<file path="config.mk">
export PLATFORM = sky130hd
export DESIGN_NAME = fetch_sequencer_flat
export DESIGN_NICKNAME = d
export VERILOG_FILES = /design/src/rtl/fetch_sequencer_if.sv /design/src/rtl/fetch_sequencer.sv /design/src/flat_wrapper.sv
export SDC_FILE = /design/constraint.sdc
export NUM_CORES = 1
export LEC_CHECK = 0
export CORE_MARGIN = 3
export CORE_UTILIZATION = 52
export DETAILED_ROUTE_END_ITERATION = 16
export PLACE_DENSITY = 0.83
export SYNTH_ARGS = -nofsm -noshare
export SYNTH_HDL_FRONTEND = slang
export SYNTH_SLANG_ARGS = --single-unit
</file>
<file path="constraint.sdc">
create_clock -name clk -period 2.7 [get_ports clk]
set_clock_uncertainty 0.1 [all_clocks]
set_input_delay 0.27 -clock clk [delete_from_list [all_inputs] [get_ports clk]]
set_output_delay 0.27 -clock clk [all_outputs]
set_load 0.01 [all_outputs]
</file>
<file path="src/rtl/fetch_sequencer_if.sv">
// Bus bundle between fetch_sequencer (master side), the byte-wide instruction
// memory read port and the decode stage (slave side).
interface fetch_sequencer_if #(
    parameter int PC_W   = 64,
    parameter int ADDR_W = 10
);
    logic              mem_en;
    logic [ADDR_W-1:0] mem_addr;
    logic [7:0]        mem_rdata;
    logic              instr_valid;
    logic              instr_ready;
    logic [31:0]       instr;
    logic [PC_W-1:0]   instr_pc;
    logic              redirect_valid;
    logic [PC_W-1:0]   redirect_pc;
    logic              fault;

    modport master (
        output mem_en,
        output mem_addr,
        input  mem_rdata,
        output instr_valid,
        input  instr_ready,
        output instr,
        output instr_pc,
        input  redirect_valid,
        input  redirect_pc,
        output fault
    );

    modport slave (
        input  mem_en,
        input  mem_addr,
        output mem_rdata,
        input  instr_valid,
        output instr_ready,
        input  instr,
        input  instr_pc,
        output redirect_valid,
        output redirect_pc,
        input  fault
    );
endinterface

</file>
<file path="src/rtl/fetch_sequencer.sv">
// Instruction fetch sequencer: four byte reads per word-indexed PC, assembled
// little-endian and handed to decode. Optional bounds check: FETCH_BOUNDS_CHECK_EN.
module fetch_sequencer #(
    parameter int              PC_W      = 64,
    parameter int              MEM_BYTES = 1024,
    parameter logic [PC_W-1:0] RESET_PC  = {PC_W{1'b0}}
) (
    input  logic              clk,
    input  logic              rst_n,
    fetch_sequencer_if.master bus
);

    localparam int              ADDR_W = $clog2(MEM_BYTES);
    localparam logic [PC_W-1:0] PC_ONE = {{(PC_W-1){1'b0}}, 1'b1};

`ifdef FETCH_BOUNDS_CHECK_EN
    typedef enum logic [1:0] {
        ST_ISSUE = 2'd0,
        ST_DRAIN = 2'd1,
        ST_HOLD  = 2'd2,
        ST_FAULT = 2'd3
    } state_t;
`else
    typedef enum logic [1:0] {
        ST_ISSUE = 2'd0,
        ST_DRAIN = 2'd1,
        ST_HOLD  = 2'd2
    } state_t;
`endif

    state_t            state_r;
    logic [1:0]        k_r;
    logic [PC_W-1:0]   pc_r;
    logic              mem_en_r;
    logic [ADDR_W-1:0] mem_addr_r;
    logic              cap_en_r;
    logic [1:0]        cap_idx_r;
    logic [7:0]        b0_r;
    logic [7:0]        b1_r;
    logic [7:0]        b2_r;
    logic              instr_valid_r;
    logic [31:0]       instr_r;
    logic [PC_W-1:0]   instr_pc_r;

    logic              handshake_s;
    logic              restart_s;
    logic [PC_W-1:0]   restart_pc_s;

    // Byte k of word pc: {pc,2'b00}+k never carries into pc, so it is {pc,k}.
    function automatic logic [ADDR_W-1:0] byte_addr(input logic [PC_W-1:0] pc,
                                                    input logic [1:0]      k);
        logic [PC_W+1:0] full;
        full = {pc, k};
        return full[ADDR_W-1:0];
    endfunction

`ifdef FETCH_BOUNDS_CHECK_EN
    logic fault_r;
    logic oob_s;

    // Last byte of the word compared at full width so large PCs cannot alias.
    function automatic logic out_of_range(input logic [PC_W-1:0] pc);
        logic [PC_W+1:0] last_byte;
        last_byte = {pc, 2'b11};
        return (last_byte >= (PC_W+2)'(MEM_BYTES));
    endfunction

    assign oob_s     = out_of_range(restart_pc_s);
    assign bus.fault = fault_r;
`else
    assign bus.fault = 1'b0;
`endif

    // Decide whether a new fetch starts at this edge and from which PC.
    always_comb begin
        handshake_s  = instr_valid_r && bus.instr_ready;
        restart_s    = 1'b0;
        restart_pc_s = pc_r;
        if (bus.redirect_valid) begin
            restart_s    = 1'b1;
            restart_pc_s = bus.redirect_pc;
        end else if (handshake_s) begin
            restart_s    = 1'b1;
            restart_pc_s = pc_r + PC_ONE;
        end else if ((state_r == ST_ISSUE) && (k_r == 2'd0)) begin
            restart_s    = 1'b1;
            restart_pc_s = pc_r;
        end else begin
            restart_s    = 1'b0;
            restart_pc_s = pc_r;
        end
    end

    // Fetch FSM, byte capture pipeline and every registered output.
    always_ff @(posedge clk or negedge rst_n) begin
        if (!rst_n) begin
            state_r       <= ST_ISSUE;
            k_r           <= 2'd0;
            pc_r          <= RESET_PC;
            mem_en_r      <= 1'b0;
            mem_addr_r    <= {ADDR_W{1'b0}};
            cap_en_r      <= 1'b0;
            cap_idx_r     <= 2'd0;
            b0_r          <= 8'h00;
            b1_r          <= 8'h00;
            b2_r          <= 8'h00;
            instr_valid_r <= 1'b0;
            instr_r       <= 32'h0000_0000;
            instr_pc_r    <= RESET_PC;
`ifdef FETCH_BOUNDS_CHECK_EN
            fault_r       <= 1'b0;
`endif
        end else begin
            // Read data lags its strobe by one cycle; a redirect kills it in flight.
            cap_en_r  <= mem_en_r && !bus.redirect_valid;
            cap_idx_r <= mem_addr_r[1:0];
            if (cap_en_r && !bus.redirect_valid) begin
                case (cap_idx_r)
                    2'd0:    b0_r <= bus.mem_rdata;
                    2'd1:    b1_r <= bus.mem_rdata;
                    2'd2:    b2_r <= bus.mem_rdata;
                    default: b2_r <= b2_r;
                endcase
            end

            if (restart_s) begin
                pc_r          <= restart_pc_s;
                instr_valid_r <= 1'b0;
`ifdef FETCH_BOUNDS_CHECK_EN
                if (oob_s) begin
                    state_r  <= ST_FAULT;
                    k_r      <= 2'd0;
                    mem_en_r <= 1'b0;
                    fault_r  <= 1'b1;
                end else begin
                    state_r    <= ST_ISSUE;
                    k_r        <= 2'd1;
                    mem_en_r   <= 1'b1;
                    mem_addr_r <= byte_addr(restart_pc_s, 2'd0);
                    fault_r    <= 1'b0;
                end
`else
                state_r    <= ST_ISSUE;
                k_r        <= 2'd1;
                mem_en_r   <= 1'b1;
                mem_addr_r <= byte_addr(restart_pc_s, 2'd0);
`endif
            end else begin
                case (state_r)
                    ST_ISSUE: begin
                        mem_en_r   <= 1'b1;
                        mem_addr_r <= byte_addr(pc_r, k_r);
                        k_r        <= k_r + 2'd1;
                        if (k_r == 2'd3) begin
                            state_r <= ST_DRAIN;
                        end else begin
                            state_r <= ST_ISSUE;
                        end
                    end
                    ST_DRAIN: begin
                        // b3 is taken straight off the read port as HOLD is entered.
                        mem_en_r <= 1'b0;
                        if (cap_en_r && (cap_idx_r == 2'd3)) begin
                            instr_r       <= {bus.mem_rdata, b2_r, b1_r, b0_r};
                            instr_pc_r    <= pc_r;
                            instr_valid_r <= 1'b1;
                            state_r       <= ST_HOLD;
                        end else begin
                            state_r <= ST_DRAIN;
                        end
                    end
                    ST_HOLD: begin
                        mem_en_r <= 1'b0;
                        state_r  <= ST_HOLD;
                    end
`ifdef FETCH_BOUNDS_CHECK_EN
                    ST_FAULT: begin
                        mem_en_r <= 1'b0;
                        fault_r  <= 1'b1;
                        state_r  <= ST_FAULT;
                    end
`endif
                    default: begin
                        state_r       <= ST_ISSUE;
                        k_r           <= 2'd0;
                        mem_en_r      <= 1'b0;
                        instr_valid_r <= 1'b0;
                    end
                endcase
            end
        end
    end

    assign bus.mem_en      = mem_en_r;
    assign bus.mem_addr    = mem_addr_r;
    assign bus.instr_valid = instr_valid_r;
    assign bus.instr       = instr_r;
    assign bus.instr_pc    = instr_pc_r;

endmodule

</file>
<file path="src/flat_wrapper.sv">
// flat-port wrapper written by rule: the top's interface ports become plain ports
module fetch_sequencer_flat 
#(
    parameter int              PC_W      = 64,
    parameter int              MEM_BYTES = 1024,
    parameter logic [PC_W-1:0] RESET_PC  = {PC_W{1'b0}}
)
  (clk, rst_n, bus_mem_en, bus_mem_addr, bus_mem_rdata, bus_instr_valid, bus_instr_ready, bus_instr, bus_instr_pc, bus_redirect_valid, bus_redirect_pc, bus_fault);
  fetch_sequencer_if #(.PC_W(PC_W), .ADDR_W((10))) bus_i ();
  input  logic clk;
  input  logic rst_n;
  output wire logic [$bits(bus_i.mem_en)-1:0] bus_mem_en;
  output wire logic [$bits(bus_i.mem_addr)-1:0] bus_mem_addr;
  input wire logic [$bits(bus_i.mem_rdata)-1:0] bus_mem_rdata;
  output wire logic [$bits(bus_i.instr_valid)-1:0] bus_instr_valid;
  input wire logic [$bits(bus_i.instr_ready)-1:0] bus_instr_ready;
  output wire logic [$bits(bus_i.instr)-1:0] bus_instr;
  output wire logic [$bits(bus_i.instr_pc)-1:0] bus_instr_pc;
  input wire logic [$bits(bus_i.redirect_valid)-1:0] bus_redirect_valid;
  input wire logic [$bits(bus_i.redirect_pc)-1:0] bus_redirect_pc;
  output wire logic [$bits(bus_i.fault)-1:0] bus_fault;
  assign bus_mem_en = bus_i.mem_en;
  assign bus_mem_addr = bus_i.mem_addr;
  assign bus_i.mem_rdata = bus_mem_rdata;
  assign bus_instr_valid = bus_i.instr_valid;
  assign bus_i.instr_ready = bus_instr_ready;
  assign bus_instr = bus_i.instr;
  assign bus_instr_pc = bus_i.instr_pc;
  assign bus_i.redirect_valid = bus_redirect_valid;
  assign bus_i.redirect_pc = bus_redirect_pc;
  assign bus_fault = bus_i.fault;
  fetch_sequencer #(.PC_W(PC_W), .MEM_BYTES(MEM_BYTES), .RESET_PC(RESET_PC)) u_core (.clk(clk), .rst_n(rst_n), .bus(bus_i));
endmodule
</file>
==> impl_metrics.py <==
metrics = {
    "status": {
        "status": "finished clean",
    },
    "synthesis": {
        "yosysSeqAreaShare": 0.5610,
        "synth_edf_count": 0,
        "async_flop_share": 1.000,
        "yosys_warnings": 0,
        "synth_area_leaders": "dfrtp_1, mux2_2, o21ai_0",
        "synthDistinctLibCells": 45,
        "ys.flop_type": "dfrtp_1",
        "netlist_area_um2": 9055,
        "synth_nets": 859,
        "postSynthAreaPerCell_um2": 11.67,
        "synth.largest_area_cell": "dfrtp_1",
        "synth_seq_cells": 203,
        "synth_cells": 776,
        "yosysMostFrequentCell": "dfrtp_1",
        "yosys.area.top_type_share": 0.5610,
        "synth.top_cells.by_count": "dfrtp_1, mux2_2, nand2_1",
    },
    "worst_setup_path": {
        "r2r_slack_ns": 0.18,
        "r2r_end": "u_core.pc_r[57]",
        "cp.required_ns": 3.01,
        "worstPathArrival_ns": 2.84,
        "startpoint_type": "register",
        "end_kind": "register",
        "r2r-start": "u_core.pc_r[24]",
        "worstSetupPathType": "reg -> reg",
        "reg2reg_depth": 6,
        "endpoint": "u_core.pc_r[57]",
        "cp_max_fo": 15,
        "critPathLaunch": "u_core.pc_r[24]",
    },
    "timing": {
        "setup_violations": 0,
        "post-route-worst-setup-slack_ns": 0.1771,
        "tightest_slew_ns": 0.6274,
        "period_share": 0.9344,
        "hold_viol_final": 0,
        "post-route-min-period_ns": 2.523,
        "fmax_mhz": 396.4,
        "slew_viol_final": 0,
        "slew_headroom": 0.5818,
        "rsz0062_at_grt": "false",
    },
    "routing": {
        "ant_nets": 0,
        "avgViaCountPerCell": 5.716,
        "drt_wl_total_um": 22230,
        "drc": 0,
        "drtIter0Drc": 532,
        "firstDrtPassIters": 5,
        "vias": 6888,
        "routedWlPerCell_um": 18.45,
    },
    "final_layout": {
        "nNetsFinal": 1054,
        "final_cells": 1205,
        "fill_cells": 1212,
        "finish.utilization": 0.7095,
        "seq_area_um2": 5080,
        "drive_gt1_frac": 0.2091,
        "num_antenna_cells": 0,
        "syn2layout_area_growth_pct": 31.78,
        "final_cell_area_um2": 11930,
        "multi_input_area_um2": 3791,
    },
    "global_routing": {
        "grt_pass1_wl_um": 35580,
        "antenna_found_initial": 0,
        "grt_max_degree": 75,
        "grt.total_usage": 0.2349,
        "grt_pass1_vias": 6885,
        "gr-total-overflow": 0,
    },
    "cts": {
        "cts_sinks": 203,
        "cts-root-buf": "clkbuf_16",
        "h-tree-depth": 1,
        "cts_resized": 0,
        "path_clk_slew_ns": 0.06,
        "cts_buffers": 21,
        "cts_tree": "yes",
        "insertion_delay_ns": 0.50,
        "clock_path_buffers": 3,
    },
    "placement": {
        "gp_congestion": 0.8938,
        "portBuffers": 183,
        "dpl.hpwl_um": 15410,
        "dpl_worst_slack_ns": -0.03486,
        "place_area_um2": 11270,
        "dp_cells": 1167,
    },
    "hold_path": {
        "hp-class": "in -> reg",
    },
    "floorplan": {
        "start_util": 0.5384,
        "die_h_um": 138.0,
        "num_rows": 47,
        "coreArea_um2": 16820,
        "io_pins": 185,
        "dieArea_um2": 19030,
        "fp.dieW_um": 138.0,
    },
    "pwr": {
        "powerDensity_nw_per_um2": 648.6,
        "irDropWorstVdd_uv": 541.6,
        "leakagePower_nw": 5.138,
    },
    "job": {
        "max_cap_violations": 0,
    },
}
[flip-flops by register name (all words and copies together), names as in the netlist]
| signal | cells |
|---|---|
| u_core.bus.instr_pc | 64 |
| u_core.pc_r | 64 |
| u_core.bus.instr | 32 |
| u_core.bus.mem_addr | 10 |
| u_core.b0_r | 8 |
| u_core.b1_r | 8 |
| u_core.b2_r | 8 |
| u_core.cap_idx_r | 2 |
| u_core.k_r | 2 |
| u_core.state_r | 2 |
| u_core.bus.instr_valid | 1 |
| u_core.bus.mem_en | 1 |
| u_core.cap_en_r | 1 |
[how the worst min path moves through the flow]
| stage | start | end | slack (ns) | depth (start not counted) |
|---|---|---|---|---|
| after global placement | rst_n | u_core.bus.instr_pc[14] | 0.23 | 1 |
| after CTS | bus_redirect_valid | u_core.cap_en_r | 0.08 | 2 |
| after detailed placement | rst_n | u_core.bus.instr_pc[14] | 0.23 | 1 |
| after global routing | bus_redirect_valid | u_core.cap_en_r | 0.13 | 2 |
| final | bus_redirect_valid | u_core.cap_en_r | 0.10 | 2 |
| after floorplan | rst_n | u_core.b0_r[0] | -0.13 | 0 |
[worst max-delay path: stages (launching register included)]
cell     delay [ns]
dfrtp_1        0.45
nand4_1        0.21
nor3_2         0.45
nand4_2        0.42
buf_4          0.30
or3_1          0.35
a31oi_1        0.17
[cell families (layout without fill, tap and decap cells)]
logic type                 Yosys count  after routing  share of synthesized area
and+or+nand+nor                    248            248                     0.1455
DFF                                203            203                     0.5610
muxes                              132            132                     0.1639
AOI/OAI and AO/OA                   95             95                    0.06052
buffers and inverters               53            262                    0.02321
xor gates and xnor gates            37             37                    0.03579
adders and majority gates            7              7                   0.009672
other                                1              1                  0.0004141
[report_power, final]
group | internal (W) | total (W) | switching [W]
Clock | 0.00160 | 0.00274 | 0.00115
Sequential | 0.00345 | 0.00378 | 0.000323
Combinational | 0.000701 | 0.00122 | 0.000521
Total | 0.00575 | 0.00774 | 0.00199
[through the flow]
| step | TNS (ns) | hold WS, ns | power, W |
|---|---|---|---|
| 5_1_grt | 0 | 0.1309 | 0.008107 |
| 6_report | 0 | 0.1030 | 0.007740 |
| 3_5_place_dp | -0.06469 | 0.2271 | 0.005040 |
| 4_1_cts | 0 | 0.08479 | 0.007810 |
| 3_3_place_gp | 0 | 0.2271 | 0.004986 |
| 2_1_floorplan | 0 | -0.1256 | 0.004385 |
[layout by cell type (no fill, tap or decap), drive strengths merged, types with 2 or more instances in the layout]
cell	n
a21oi	3
or2	2
a31oi	22
nand3	35
nor4b	2
nor2	40
nor2b	3
o211ai	3
nand4	27
nor3	14
xor2	26
buf	27
or3	18
mux2	130
nor4bb	2
clkdlybuf4s50	181
or4	7
nor4	8
clkbuf	32
o21ai	53
ha	7
xnor2	11
inv	16
and3	11
mux2i	2
a22oi	2
nand2	70
o31ai	8
and4	4
and2	4
clkinv	5
dfrtp	203
[per-layer routing]
metal	share of wire	track usage
met5	0	0
met4	0.028	0.07025
met3	0.059	0.03665
met2	0.48	0.3820
met1	0.43	0.3291
[final cells by class]
cell class / instances / area share
clock inverters: 6 / 0.002831
multi-input cells: 520 / 0.3177
inverters: 15 / 0.004718
clock buffers: 31 / 0.05222
flip-flops and latches: 203 / 0.4257
well taps: 220 / 0.02307
repair buffers: 210 / 0.1737
[repair_timing]
action,in CTS,in global routing
hold endpoints to repair,69,0
buffers inserted,0,0
hold buffers,1,0
Note: power is estimated with default switching activity, not from simulation.
